### src/rtl/rf_wb_arbiter.sv
`default_nettype none
// ============================================================================
//  Module      : rf_wb_arbiter
//  Description : Write-port arbiter and RAW scoreboard for the register file.
//                Shares the single register-file write port among NREQ
//                write-back producers using a valid/ready handshake. Writes
//                reach the register file one cycle after the handshake.
//                A scoreboard tracks destination registers with outstanding
//                writes, so the issue stage can stall on RAW hazards.
//  Options     : RFWB_FIXED_PRIO_EN - when defined, the arbiter uses fixed
//                priority (lowest index wins) and has no round-robin pointer.
//                When undefined (default), the arbiter uses round-robin.
//  Revision    : 1.0 - initial release
// ============================================================================
module rf_wb_arbiter #(
    parameter int NREQ = 2,
    parameter int DW   = 32,
    parameter int AW   = 5
) (
    input  logic                 clk,
    input  logic                 rst,
    input  logic [NREQ-1:0]      req_valid,
    output logic [NREQ-1:0]      req_ready,
    input  logic [NREQ*AW-1:0]   req_rd,
    input  logic [NREQ*DW-1:0]   req_data,
    output logic                 rf_we,
    output logic [AW-1:0]        rf_rd,
    output logic [DW-1:0]        rf_wdata,
    input  logic                 sb_set,
    input  logic [AW-1:0]        sb_set_rd,
    input  logic [AW-1:0]        chk_rs,
    input  logic [AW-1:0]        chk_rt,
    output logic                 hazard,
    output logic [(1<<AW)-1:0]   sb_pending
);

    localparam int NREG = 1 << AW;
    localparam int PW   = (NREQ > 1) ? $clog2(NREQ) : 1;

    // Grant candidates: the set of valid requesters, in priority order so
    // that the lowest set bit is the winner.
    logic [NREQ-1:0] w_cand;
    logic [NREQ-1:0] w_grant;
    logic            w_xfer;
    logic [AW-1:0]   w_sel_rd;
    logic [DW-1:0]   w_sel_data;

`ifdef RFWB_FIXED_PRIO_EN
    assign w_cand = req_valid;
`else
    localparam logic [PW-1:0] c_LAST = PW'(NREQ - 1);

    logic [PW-1:0]   r_rr_ptr;
    logic [PW-1:0]   w_gidx;
    logic [NREQ-1:0] w_upper;
    logic [NREQ-1:0] w_hi;

    // w_upper marks requesters at or above the round-robin pointer.
    for (genvar gi = 0; gi < NREQ; gi++) begin : g_upper
        localparam logic [PW-1:0] c_IDX = PW'(gi);
        assign w_upper[gi] = (c_IDX >= r_rr_ptr);
    end

    // Search from the pointer upward first, then wrap to the lowest index.
    assign w_hi   = req_valid & w_upper;
    assign w_cand = (|w_hi) ? w_hi : req_valid;

    // Encode the winning requester index for the pointer update.
    always_comb begin
        w_gidx = '0;
        for (int i = 0; i < NREQ; i++) begin
            if (w_grant[i]) begin
                w_gidx = PW'(i);
            end
        end
    end

    // After a transfer, the requester following the winner gets first claim.
    always_ff @(posedge clk) begin
        if (rst) begin
            r_rr_ptr <= '0;
        end else if (w_xfer) begin
            r_rr_ptr <= (w_gidx == c_LAST) ? '0 : w_gidx + PW'(1);
        end
    end
`endif

    // Isolate the lowest set candidate bit; no grant at all during reset.
    assign w_grant   = rst ? '0 : (w_cand & (~w_cand + NREQ'(1)));
    assign req_ready = w_grant;
    assign w_xfer    = |w_grant;

    // Select the destination and data of the granted requester (one-hot).
    always_comb begin
        w_sel_rd   = '0;
        w_sel_data = '0;
        for (int i = 0; i < NREQ; i++) begin
            if (w_grant[i]) begin
                w_sel_rd   = req_rd[i*AW +: AW];
                w_sel_data = req_data[i*DW +: DW];
            end
        end
    end

    logic            r_we;
    logic [AW-1:0]   r_rd;
    logic [DW-1:0]   r_wdata;

    // Output stage: present an accepted transfer to the register file one
    // cycle later. A write to register 0 is accepted but suppressed. Address
    // and data hold between transfers.
    always_ff @(posedge clk) begin
        if (rst) begin
            r_we    <= 1'b0;
            r_rd    <= '0;
            r_wdata <= '0;
        end else begin
            r_we <= w_xfer && (w_sel_rd != '0);
            if (w_xfer) begin
                r_rd    <= w_sel_rd;
                r_wdata <= w_sel_data;
            end
        end
    end

    assign rf_we    = r_we;
    assign rf_rd    = r_rd;
    assign rf_wdata = r_wdata;

    logic [NREG-1:0] r_pend;
    logic [NREG-1:0] w_pend_nxt;

    // Next scoreboard state: a write leaving the output stage clears its
    // bit. A new issue to the same register overrides the clear because it
    // belongs to a younger producer. Register 0 never has a pending write.
    always_comb begin
        w_pend_nxt = r_pend;
        if (r_we) begin
            w_pend_nxt[r_rd] = 1'b0;
        end
        if (sb_set && (sb_set_rd != '0)) begin
            w_pend_nxt[sb_set_rd] = 1'b1;
        end
        w_pend_nxt[0] = 1'b0;
    end

    // Scoreboard register.
    always_ff @(posedge clk) begin
        if (rst) begin
            r_pend <= '0;
        end else begin
            r_pend <= w_pend_nxt;
        end
    end

    assign sb_pending = r_pend;
    assign hazard     = r_pend[chk_rs] | r_pend[chk_rt];

endmodule
`default_nettype wire

### config.mk
export PLATFORM = sky130hd
export DESIGN_NAME = rf_wb_arbiter
export DESIGN_NICKNAME = d
export VERILOG_FILES = /design/src/rtl/rf_wb_arbiter.sv
export SDC_FILE = /design/constraint.sdc
export NUM_CORES = 1
export LEC_CHECK = 0
export ABC_AREA = 0
export BUFFER_PORTS_ARGS = -buffer_cell sky130_fd_sc_hd__buf_4
export CAP_MARGIN = 0
export CELL_PAD_IN_SITES_DETAIL_PLACEMENT = 0
export CELL_PAD_IN_SITES_GLOBAL_PLACEMENT = 1
export CORE_ASPECT_RATIO = 2
export CORE_UTILIZATION = 33
export CTS_BUF_LIST = sky130_fd_sc_hd__clkbuf_4
export CTS_CLUSTER_SIZE = 14
export DETAILED_ROUTE_END_ITERATION = 10
export PLACE_DENSITY_LB_ADDON = 0.05
export SETUP_SLACK_MARGIN = 0.1
export SYNTH_ARGS = -nofsm -noshare
export SYNTH_HDL_FRONTEND = slang
export SYNTH_SLANG_ARGS = --single-unit
### constraint.sdc
create_clock -name clk -period 2 [get_ports clk]
set_input_delay 0.3 -clock clk [delete_from_list [all_inputs] [get_ports clk]]
set_output_delay 0.3 -clock clk [all_outputs]
set_load 0.02 [all_outputs]
==> flow_metrics.env <==
export IMPL_outcome="finished, violations left"
export IMPL_violations="setup timing"
export IMPL_cts_hold_buf=0
export IMPL_start_kind="register"
export IMPL_fin_area_sq_um=5020
export IMPL_io_buffers=165
export IMPL_grt_start_max_net_pins=70
export IMPL_initialDrtViolationCount=227
export IMPL_max_freq_mhz=442
export IMPL_core_sq_um=9830
export IMPL_synth_top_family_by_area="compound AO/OA/AOI/OAI gates"
export IMPL_yosys_area_share_simple_pct=15.8
export IMPL_grt_pass1_wl_microns=18100
export IMPL_cp_cell_sequence="mux4_2 -> mux2_4 -> a31oi_4 -> o211ai_1 -> buf_4"
export IMPL_total_power_mw=3.27
export IMPL_synth_compound_area_share_pct=26.2
export IMPL_drc=0
export IMPL_die_area_sq_um=10600
export IMPL_cp_data_arrival_time_ns=1.96
export IMPL_clk_pin_slew_ns=0.12
export IMPL_p_per_area_nw_per_um2=652
export IMPL_yosysSeqAreaShare_pct=41.7
export IMPL_cts_tree="yes"
export IMPL_postPlaceCellArea_sq_um=4710
export IMPL_synth_cell_types=32
export IMPL_synthMuxAreaShare_pct=11.2
export IMPL_syn_inst=395
export IMPL_worst_ep_required_time_ns=1.70
export IMPL_yosysWarnings=0
export IMPL_hp_class="primary input to register"
export IMPL_htree_levels=3
export IMPL_synth_xor_area_share_pct=0
export IMPL_cp_slowest_cell="mux4_2"
export IMPL_ys_top_cells_by_area="dfxtp_1 42%, a21oi_1 9.4%, mux4_2 8.7%"
export IMPL_synthAdderAreaFrac_pct=0
export IMPL_viasPerCell=5.21
export IMPL_synthArstFlopShare_pct=0
export IMPL_grt_usage_pct=23.1
export IMPL_yosys_area_top_type="dfxtp_1"
export IMPL_min_period_ns=2.26
export IMPL_area_growth_pct=49.7
export IMPL_firstDrtPassIters=4
export IMPL_synth_fp_nets=489
export IMPL_drv_cap=0
export IMPL_setup_viol=1
export IMPL_cts_sinks=70
export IMPL_ys_flop_type="dfxtp_1"
export IMPL_final_cells=692
export IMPL_antenna_found_initial=0
export IMPL_rows=51
export IMPL_endpoint_kind="output port"
export IMPL_dp_cells=671
export IMPL_antenna_cells=0
export IMPL_slew_violations=0
export IMPL_worstMarginPinSlew_ns=0.789
export IMPL_hold_viol=0
export IMPL_overflow=0
export IMPL_synth_top_area_share_pct=41.7
export IMPL_grt_pass1_vias=3558
export IMPL_die_h_microns=145
export IMPL_die_x_microns=73.3
export IMPL_regArea_sq_um=1410
export IMPL_synth_avg_cell_area_sq_um=8.50
export IMPL_clockBufferDepth=2
export IMPL_worst_slack_ns=-0.262
export IMPL_power_leakage_nw=2.10
export IMPL_worstSkewPairLatency_ns=0.42
export IMPL_fill_cells=1009
export IMPL_nets=649
export IMPL_max_vdd_ir_drop_v=0.000394
export IMPL_slew_headroom_pct=47.4
export IMPL_start_util_pct=34.2
export IMPL_cts_buffers=9
export IMPL_layout_common_cells="176 x buf_4, 78 x nand2_1, 62 x a21oi_1, 62 x dfxtp_1, 44 x o21ai_0"
export IMPL_wirelength_microns=12100
export IMPL_synth_area_sq_um=3360
export IMPL_wl_per_cell_microns=17.5
export IMPL_vias=3608
export IMPL_critPathMaxStageDelay_ns=0.45
export IMPL_clock_skew_ns=0.00750
export IMPL_cts_root_buf="clkbuf_4"
export IMPL_drive_gt1_share_pct=40.9
export IMPL_final_common_cell="buf_4"
export IMPL_ys_seq_elements=70
export IMPL_worstSetupPathType="register to output port"
export IMPL_place_congestion=0.812
export IMPL_fin_crit_sh_pct=113
export IMPL_dpl_hpwl_microns=8740
export IMPL_io_pins=167
export IMPL_crit_fanout=4
export IMPL_synth_edf_count=0
export IMPL_ant_nets=0
export IMPL_multi_input_area_sq_um=1840
export IMPL_rsz0062_at_grt="yes"
[power by group]
part | total [mW] | internal [mW] | switching (mW)
Sequential | 1.52 | 1.47 | 0.0521
Combinational | 0.736 | 0.357 | 0.379
Clock | 1.02 | 0.498 | 0.522
[worst max-delay path, delay by kind of cell (launching register included)]
family          cells  cell delay (ns)
flops               1             0.38
buf+inv             1             0.17
compound gates      2             0.26
mux                 2             0.74
[area by class of cell]
| class | count | area share (%) |
|---|---|---|
| repair buffers | 181 | 28.6 |
| inverters | 3 | 0.224 |
| flip-flops and latches | 70 | 28.1 |
| well taps | 132 | 3.29 |
| clock inverters | 7 | 1.77 |
| multi-input cells | 290 | 36.6 |
| clock buffers | 9 | 1.34 |
[path summary, 6_finish.rpt]
kind	depth (start not counted)	slack [ns]	start	end
setup / recovery	5	-0.26	sb_pending[27]	hazard
hold / removal	3	0.07	req_data[15]	rf_wdata[15]
setup reg to reg	6	0.38	r_rr_ptr	rf_wdata[12]
hold reg to reg	2	0.46	rf_wdata[31]	rf_wdata[31]
[timing repair]
action | 4_1_cts | 5_1_grt
setup buffers | 2 | 0
cloned | 2 | 1
endpoints found under the setup margin | 3 | 24
pin swaps | 3 | 1
gates resized for setup | 13 | 11
[flip-flops by register name, indices dropped and copies added (netlist names)]
name / flops
r_rr_ptr: 1
rf_wdata: 32
sb_pending: 31
rf_we: 1
rf_rd: 5
[Yosys cell counts (2+ instances only)]
master	number
a22oi_1	37
clkbuf_1	15
nand3_1	3
and3_1	2
buf_4	3
mux2_2	3
o211ai_1	5
o21ai_0	44
buf_2	15
and3b_1	3
inv_1	3
nand3b_1	6
or4_1	2
mux4_2	13
or3b_2	2
nor2_1	7
mux2i_1	5
dfxtp_1	70
a21oi_1	63
nand2_1	78
nor3b_1	5
[metal layers]
layer  routed length, microns  part of all wire [%]  global-route usage (%)  up-vias
li1                         -                     -                       -     1755
met1                     4240                    35                    22.5     1694
met2                     6890                    57                    44.3      138
met3                      724                   6.0                    6.06       21
met4                      286                   2.4                    9.31        0
met5                        0                     0                       0        -
[cell families (layout without fill, tap and decap cells)]
logic type,count (synthesis),after routing
AOI/OAI and AO/OA,153,153
and+or+nand+nor,114,115
DFF,70,70
buffers and inverters,36,200
muxes,21,21
other,1,1
[metrics by stage]
step                utilization, %  worst slack, ns  hold WS [ns]  TNS, ns
floorplan                        -            0.103         0.409        0
global placement              47.9           0.0583         0.443        0
detailed placement            47.9           0.0574         0.447        0
CTS                           50.7           -0.281        0.0346   -0.281
global route                  51.1           -0.333        0.0433   -0.333
finish                        51.1           -0.262        0.0715   -0.262
(Power assumes the default switching activity.)
